--- config.mk ---
export PLATFORM = sky130hd
export DESIGN_NAME = sys_run_ctrl_flat
export DESIGN_NICKNAME = d
export VERILOG_FILES = /design/src/rtl/sys_run_ctrl_pkg.sv /design/src/rtl/sys_run_ctrl_if.sv /design/src/rtl/sys_run_ctrl_sat.sv /design/src/rtl/sys_run_ctrl.sv /design/src/flat_wrapper.sv
export SDC_FILE = /design/constraint.sdc
export NUM_CORES = 1
export LEC_CHECK = 0
export ABC_AREA = 1
export CORE_ASPECT_RATIO = 0.6
export CORE_MARGIN = 3
export CORE_UTILIZATION = 43
export DETAILED_ROUTE_END_ITERATION = 7
export PLACE_DENSITY = 0.87
export SYNTH_ARGS = -nofsm -noshare
export SYNTH_HDL_FRONTEND = slang
export SYNTH_SLANG_ARGS = --single-unit
--- constraint.sdc ---
create_clock -name SYS_clk -period 1.8 [get_ports SYS_clk]
set_input_delay 0.27 -clock SYS_clk [delete_from_list [all_inputs] [get_ports SYS_clk]]
set_output_delay 0.27 -clock SYS_clk [all_outputs]
set_load 0.02 [all_outputs]
--- src/rtl/sys_run_ctrl_pkg.sv ---
// Shared encodings for the debug run-control sequencer: command ops,
// sequencer states and halt causes as seen on the debug front-end.
package sys_run_ctrl_pkg;

    localparam logic [1:0] OP_HALT = 2'd0;
    localparam logic [1:0] OP_STEP = 2'd1;
    localparam logic [1:0] OP_RUN  = 2'd2;
    localparam logic [1:0] OP_LOAD = 2'd3;

    localparam logic [1:0] CAUSE_NONE = 2'd0;
    localparam logic [1:0] CAUSE_STEP = 2'd1;
    localparam logic [1:0] CAUSE_BP   = 2'd2;
    localparam logic [1:0] CAUSE_EXC  = 2'd3;

    typedef enum logic [1:0] {
        ST_IDLE = 2'd0,
        ST_STEP = 2'd1,
        ST_RUN  = 2'd2,
        ST_LOAD = 2'd3
    } state_t;

    function automatic logic is_issuing(state_t s);
        return (s == ST_STEP) || (s == ST_RUN);
    endfunction

endpackage

--- src/rtl/sys_run_ctrl_if.sv ---
// Debug command channel plus core-facing run-control signals.
// master = debug front-end / core side, slave = sys_run_ctrl.
interface sys_run_ctrl_if #(
    parameter int ADDR_W = 32,
    parameter int ARG_W  = 8,
    parameter int CNT_W  = 16
);
    logic              cmd_valid;
    logic              cmd_ready;
    logic [1:0]        cmd_op;
    logic [ARG_W-1:0]  cmd_arg;
    logic              bp_en;
    logic [ADDR_W-1:0] bp_addr;
    logic [ADDR_W-1:0] pc_addr;
    logic              exc_in;
    logic              cpu_en;
    logic              pc_load_en;
    logic [ARG_W-1:0]  pc_load_val;
    logic [1:0]        run_state;
    logic [1:0]        halt_cause;
    logic [CNT_W-1:0]  retired_cnt;

    modport master (
        output cmd_valid, cmd_op, cmd_arg, bp_en, bp_addr, pc_addr, exc_in,
        input  cmd_ready, cpu_en, pc_load_en, pc_load_val, run_state, halt_cause, retired_cnt
    );

    modport slave (
        input  cmd_valid, cmd_op, cmd_arg, bp_en, bp_addr, pc_addr, exc_in,
        output cmd_ready, cpu_en, pc_load_en, pc_load_val, run_state, halt_cause, retired_cnt
    );
endinterface

--- src/rtl/sys_run_ctrl_sat.sv ---
// Saturating up-counter with synchronous clear; holds at all-ones.
module sat_counter #(
    parameter int W = 16
) (
    input  logic         clk,
    input  logic         rst_n,
    input  logic         inc,
    input  logic         clr,
    output logic [W-1:0] cnt
);
    always_ff @(posedge clk or negedge rst_n) begin
        if (!rst_n) begin
            cnt <= '0;
        end else if (clr) begin
            cnt <= '0;
        end else if (inc && (cnt != {W{1'b1}})) begin
            cnt <= cnt + W'(1);
        end
    end
endmodule

--- src/rtl/sys_run_ctrl.sv ---
// Debug run-control sequencer: gates the core with cpu_en, handles
// HALT/STEP/RUN/LOAD, and stops on breakpoint, exception or step exhaustion.
module sys_run_ctrl
    import sys_run_ctrl_pkg::*;
#(
    parameter int ADDR_W   = 32,
    parameter int ARG_W    = 8,
    parameter int CNT_W    = 16,
    parameter int LOAD_CYC = 2
) (
    input  logic          SYS_clk,
    input  logic          SYS_reset,
    sys_run_ctrl_if.slave bus
);
    localparam int LC_W = $clog2(LOAD_CYC + 1);

    state_t            state;
    logic [ARG_W-1:0]  remain;
    logic [LC_W-1:0]   load_cnt;
    logic              resume;
    logic              load_en_q;
    logic [ARG_W-1:0]  load_val_q;
    logic [1:0]        cause_q;

    logic [ADDR_W-1:0] pc;
    logic [ADDR_W-1:0] bp;
    logic              issuing;
    logic              cmd_ready;
    logic              cmd_acc;
    logic              halt_acc;
    logic              bp_hit;
    logic              cpu_en;
    logic              step_last;
    logic              load_acc;

    assign pc        = bus.pc_addr;
    assign bp        = bus.bp_addr;
    assign issuing   = is_issuing(state);
    assign cmd_ready = (state == ST_IDLE) | ((state != ST_LOAD) & (bus.cmd_op == OP_HALT));
    assign cmd_acc   = bus.cmd_valid & cmd_ready;
    assign halt_acc  = issuing & cmd_acc & (bus.cmd_op == OP_HALT);
    // resume masks the breakpoint until the first instruction issues,
    // so a run can restart from the PC it stopped on.
    assign bp_hit    = bus.bp_en & ~resume & (pc == bp);
    assign cpu_en    = issuing & ~halt_acc & ~bp_hit;
    assign step_last = (state == ST_STEP) & (remain == ARG_W'(1));
    assign load_acc  = cmd_acc & (state == ST_IDLE) & (bus.cmd_op == OP_LOAD);

    always_ff @(posedge SYS_clk or negedge SYS_reset) begin
        if (!SYS_reset) begin
            state      <= ST_IDLE;
            remain     <= '0;
            load_cnt   <= '0;
            resume     <= 1'b0;
            load_en_q  <= 1'b0;
            load_val_q <= '0;
            cause_q    <= CAUSE_NONE;
        end else begin
            case (state)
                ST_IDLE: begin
                    if (cmd_acc) begin
                        cause_q <= CAUSE_NONE;
                        case (bus.cmd_op)
                            OP_STEP: begin
                                state  <= ST_STEP;
                                remain <= (bus.cmd_arg == '0) ? ARG_W'(1) : bus.cmd_arg;
                                resume <= 1'b1;
                            end
                            OP_RUN: begin
                                state  <= ST_RUN;
                                resume <= 1'b1;
                            end
                            OP_LOAD: begin
                                state      <= ST_LOAD;
                                load_en_q  <= 1'b1;
                                load_val_q <= bus.cmd_arg;
                                load_cnt   <= LC_W'(LOAD_CYC);
                            end
                            default: ;
                        endcase
                    end
                end
                ST_STEP, ST_RUN: begin
                    if (cpu_en) begin
                        resume <= 1'b0;
                        if (state == ST_STEP) remain <= remain - ARG_W'(1);
                    end
                    // An exception only wins if the instruction actually issued.
                    if (cpu_en && bus.exc_in) begin
                        state   <= ST_IDLE;
                        cause_q <= CAUSE_EXC;
                    end else if (halt_acc) begin
                        state   <= ST_IDLE;
                        cause_q <= CAUSE_NONE;
                    end else if (bp_hit) begin
                        state   <= ST_IDLE;
                        cause_q <= CAUSE_BP;
                    end else if (cpu_en && step_last) begin
                        state   <= ST_IDLE;
                        cause_q <= CAUSE_STEP;
                    end
                end
                ST_LOAD: begin
                    if (load_cnt == LC_W'(1)) begin
                        state     <= ST_IDLE;
                        load_en_q <= 1'b0;
                        cause_q   <= CAUSE_NONE;
                    end else begin
                        load_cnt <= load_cnt - LC_W'(1);
                    end
                end
                default: state <= ST_IDLE;
            endcase
        end
    end

    sat_counter #(.W(CNT_W)) u_retired (
        .clk   (SYS_clk),
        .rst_n (SYS_reset),
        .inc   (cpu_en),
        .clr   (load_acc),
        .cnt   (bus.retired_cnt)
    );

    assign bus.cmd_ready   = cmd_ready;
    assign bus.cpu_en      = cpu_en;
    assign bus.pc_load_en  = load_en_q;
    assign bus.pc_load_val = load_val_q;
    assign bus.run_state   = state;
    assign bus.halt_cause  = cause_q;

endmodule

--- src/flat_wrapper.sv ---
// flat-port wrapper written by rule: the top's interface ports become plain ports
module sys_run_ctrl_flat import sys_run_ctrl_pkg::*;
#(
    parameter int ADDR_W   = 32,
    parameter int ARG_W    = 8,
    parameter int CNT_W    = 16,
    parameter int LOAD_CYC = 2
)
  (SYS_clk, SYS_reset, bus_cmd_valid, bus_cmd_op, bus_cmd_arg, bus_bp_en, bus_bp_addr, bus_pc_addr, bus_exc_in, bus_cmd_ready, bus_cpu_en, bus_pc_load_en, bus_pc_load_val, bus_run_state, bus_halt_cause, bus_retired_cnt);
  sys_run_ctrl_if #(.ADDR_W(ADDR_W), .ARG_W(ARG_W), .CNT_W(CNT_W)) bus_i ();
  input  logic SYS_clk;
  input  logic SYS_reset;
  input wire logic [$bits(bus_i.cmd_valid)-1:0] bus_cmd_valid;
  input wire logic [$bits(bus_i.cmd_op)-1:0] bus_cmd_op;
  input wire logic [$bits(bus_i.cmd_arg)-1:0] bus_cmd_arg;
  input wire logic [$bits(bus_i.bp_en)-1:0] bus_bp_en;
  input wire logic [$bits(bus_i.bp_addr)-1:0] bus_bp_addr;
  input wire logic [$bits(bus_i.pc_addr)-1:0] bus_pc_addr;
  input wire logic [$bits(bus_i.exc_in)-1:0] bus_exc_in;
  output wire logic [$bits(bus_i.cmd_ready)-1:0] bus_cmd_ready;
  output wire logic [$bits(bus_i.cpu_en)-1:0] bus_cpu_en;
  output wire logic [$bits(bus_i.pc_load_en)-1:0] bus_pc_load_en;
  output wire logic [$bits(bus_i.pc_load_val)-1:0] bus_pc_load_val;
  output wire logic [$bits(bus_i.run_state)-1:0] bus_run_state;
  output wire logic [$bits(bus_i.halt_cause)-1:0] bus_halt_cause;
  output wire logic [$bits(bus_i.retired_cnt)-1:0] bus_retired_cnt;
  assign bus_i.cmd_valid = bus_cmd_valid;
  assign bus_i.cmd_op = bus_cmd_op;
  assign bus_i.cmd_arg = bus_cmd_arg;
  assign bus_i.bp_en = bus_bp_en;
  assign bus_i.bp_addr = bus_bp_addr;
  assign bus_i.pc_addr = bus_pc_addr;
  assign bus_i.exc_in = bus_exc_in;
  assign bus_cmd_ready = bus_i.cmd_ready;
  assign bus_cpu_en = bus_i.cpu_en;
  assign bus_pc_load_en = bus_i.pc_load_en;
  assign bus_pc_load_val = bus_i.pc_load_val;
  assign bus_run_state = bus_i.run_state;
  assign bus_halt_cause = bus_i.halt_cause;
  assign bus_retired_cnt = bus_i.retired_cnt;
  sys_run_ctrl #(.ADDR_W(ADDR_W), .ARG_W(ARG_W), .CNT_W(CNT_W), .LOAD_CYC(LOAD_CYC)) u_core (.SYS_clk(SYS_clk), .SYS_reset(SYS_reset), .bus(bus_i));
endmodule
==> flow_metrics.env <==
export IMPL_status="complete, but fails checks"
export IMPL_violations="negative setup slack"
export IMPL_maxSlewViolCount=0
export IMPL_dr_pass1_iters=6
export IMPL_final_common_cell="nand2_1"
export IMPL_dieArea_um2=8360
export IMPL_synthArstFlopShare_pct=100
export IMPL_synth_warnings=0
export IMPL_synth_edf_count=0
export IMPL_grt_usage_pct=24.7
export IMPL_dr_first_iter_drc_count=325
export IMPL_setup_ws_ps=-90.9
export IMPL_critPathMaxFanout=2
export IMPL_pwr_share_comb_pct=60.0
export IMPL_antenna_found_initial=0
export IMPL_ir_drop_v=0.000837
export IMPL_criticalPathCategory="reg -> out"
export IMPL_cts_buffers_inserted=5
export IMPL_p_clk_share_pct=15.7
export IMPL_rr_startpoint="u_core.resume"
export IMPL_critPathCaptureType="output pin"
export IMPL_cts_root_buffer="clkbuf_16"
export IMPL_grt_pass1_vias=3570
export IMPL_fmax_mhz=529
export IMPL_coreArea_um2=6850
export IMPL_clock_latency_ps=280
export IMPL_antenna_cells=0
export IMPL_regArea_um2=1000
export IMPL_fin_crit_ps=1890
export IMPL_max_stage_delay_ps=390
export IMPL_rr_worst_depth=11
export IMPL_r2r_end="u_core.remain[1]"
export IMPL_initial_core_util_pct=45.6
export IMPL_grt_pass1_wl_mm=16.4
export IMPL_vias_per_cell=5.06
export IMPL_drive_above_1_share_pct=15.5
export IMPL_clock_sinks=40
export IMPL_clkTransAtPathRegs_ps=60
export IMPL_num_rows=23
export IMPL_areaGrowthSynthToFinish_pct=54.2
export IMPL_swShare_pct=45.1
export IMPL_syn_inst=479
export IMPL_skew_ps=3.97
export IMPL_maxSlewHeadroom_pct=72.7
export IMPL_fin_cells=714
export IMPL_seq_power_share_pct=24.3
export IMPL_drt_wirelength_per_cell_um=14.9
export IMPL_io_buffers=109
export IMPL_cts_max_level=2
export IMPL_ys_seq_elements=40
export IMPL_avgSynthCellArea_um2=6.53
export IMPL_crit_path_start_kind="register"
export IMPL_dp_hpwl_mm=7.95
export IMPL_p_int_w=0.00357
export IMPL_total_power_w=0.00649
export IMPL_crit_chain="nand3b_1, nor2_1, nand2_1, nor2_2, nand3_2, nand2_2, inv_2, buf_6"
export IMPL_max_cap_viol_count=0
export IMPL_num_fill_cells=581
export IMPL_arrival_ps=1620
export IMPL_tightest_slew_ps=410
export IMPL_net_switching_power_w=0.00293
export IMPL_rrSetupSlack_ps=10
export IMPL_rsz0062_at_grt="true"
export IMPL_place_inst=697
export IMPL_synth_area_um2=3130
export IMPL_drtAntennaViolNets=0
export IMPL_power_density_nw_per_um2=1350
export IMPL_hold_class="in -> async"
export IMPL_clock_path_buffers=2
export IMPL_die_width_um=116
export IMPL_fin_crit_sh_pct=105
export IMPL_grt_overflow_total=0
export IMPL_synth_fp_nets=571
export IMPL_grt_max_degree=24
export IMPL_num_vias=3612
export IMPL_io_pins=110
export IMPL_worstPathRequired_ps=1530
export IMPL_finalHoldViolations=0
export IMPL_ys_seq_area_share_pct=32.0
export IMPL_routed_wirelength_mm=10.6
export IMPL_cts_tree="yes"
export IMPL_slowest_stage="dfrtp_1"
export IMPL_die_h_um=72.0
export IMPL_drc_errors=0
export IMPL_setup_viol=1
export IMPL_layout_common_cells="nand2_1, inv_1, dlygate4sd2_1"
export IMPL_multi_input_area_um2=1880
export IMPL_nets=718
export IMPL_leakage_nw=2.55
export IMPL_synth_main_ff_cell="dfrtp_1"
export IMPL_gp_congestion=0.927
export IMPL_synth_distinct_cells=30
power groups by stage:
stage / Combinational (W) / Clock (W) / Sequential (W)
after detailed placement: 0.00348 / 0 / 0.00154
after global placement: 0.00333 / 0 / 0.00152
after floorplan: 0.00175 / 0 / 0.00176
after CTS: 0.00351 / 0.00102 / 0.00154
final: 0.00390 / 0.00102 / 0.00158
after global routing: 0.00423 / 0.00106 / 0.00161
synthesized netlist by cell type (4+ instances only):
cell type  count  share of area, %
ha_1          13               5.2
xnor2_1       13               3.6
nand3_1       42               6.7
nor2_1        52               6.2
o21ai_0       23               3.7
nand4_1        9               1.8
xor2_1        10               2.8
nor3_1         4              0.64
nand3_2        4               1.3
dfrtp_1       40                32
nand2_1      151                18
or2_2          4              0.80
inv_1         80               9.6
clkbuf_1       4              0.48
a21oi_1        4              0.64
state kept, by name, indices dropped and copies added, names as in the netlist:
signal / flops
u_core.u_retired.cnt: 16
u_core.bus.pc_load_val: 8
u_core.remain: 8
u_core.bus.halt_cause: 2
u_core.bus.run_state: 2
u_core.load_cnt: 2
u_core.bus.pc_load_en: 1
u_core.resume: 1
area by class of cell:
class	count	share of cell area, %
clock inverters	3	0.882
multi-input cells	348	39.0
well taps	87	2.26
repair buffers	148	27.9
flip-flops and latches	40	20.8
inverters	83	6.51
clock buffers	5	2.60
cells by family (layout without fill, tap and decap cells):
| logic type | after synthesis | count (layout) | synth area share [%] |
|---|---|---|---|
| XOR/XNOR | 23 | 23 | 6.45 |
| AND/OR/NAND/NOR | 279 | 280 | 39.3 |
| buffers and inverters | 92 | 239 | 11.7 |
| adder cells (fa/ha/maj) | 13 | 13 | 5.20 |
| AO/OA/AOI/OAI | 32 | 32 | 5.28 |
| flip-flops | 40 | 40 | 32.0 |
worst max path at each step:
stage | to | from | cells after the start
2_1_floorplan | u_core.u_retired.cnt[6] | u_core.bus.run_state[0] | 11
5_1_grt | bus_cpu_en | u_core.resume | 8
3_5_place_dp | bus_cpu_en | bus_cmd_op[0] | 11
6_report | bus_cpu_en | u_core.resume | 8
3_3_place_gp | bus_cpu_en | bus_cmd_op[0] | 11
4_1_cts | bus_cpu_en | u_core.resume | 8
through the flow:
step | hold slack [ps] | util (%) | worst slack [ps] | instance area [um^2] | setup TNS (ps)
6_report | 456 | 70.4 | -90.9 | 4820 | -90.9
5_1_grt | 481 | 70.4 | -127 | 4820 | -398
4_1_cts | 453 | 68.0 | -18.1 | 4660 | -25.9
3_5_place_dp | 213 | 65.9 | -646 | 4520 | -11300
3_3_place_gp | 209 | 65.9 | -599 | 4520 | -8590
2_1_floorplan | -25.6 | - | 12.6 | 3130 | 0
repair_timing:
item | 4_1_cts | 5_1_grt
cloned | 0 | 1
pin swaps | 38 | 10
setup endpoints to repair | 27 | 31
endpoints found under the hold margin | 14 | 0
hold buffers | 1 | 0
buffers inserted | 1 | 7
resized for setup | 85 | 25
critical path, delay by kind of cell, from the launching register on:
family,cells,cell delay (ps)
buf+inv,2,170
flops,1,390
simple gates,6,770
metal layers:
layer  global-route usage (%)  wire, um  up-vias
met4                     7.85       193        0
met3                     4.42       909       22
met1                     33.3      4300     1632
li1                         -         -     1767
met5                        0         0        -
met2                     40.8      5210      191
(Power assumes the default switching activity.)
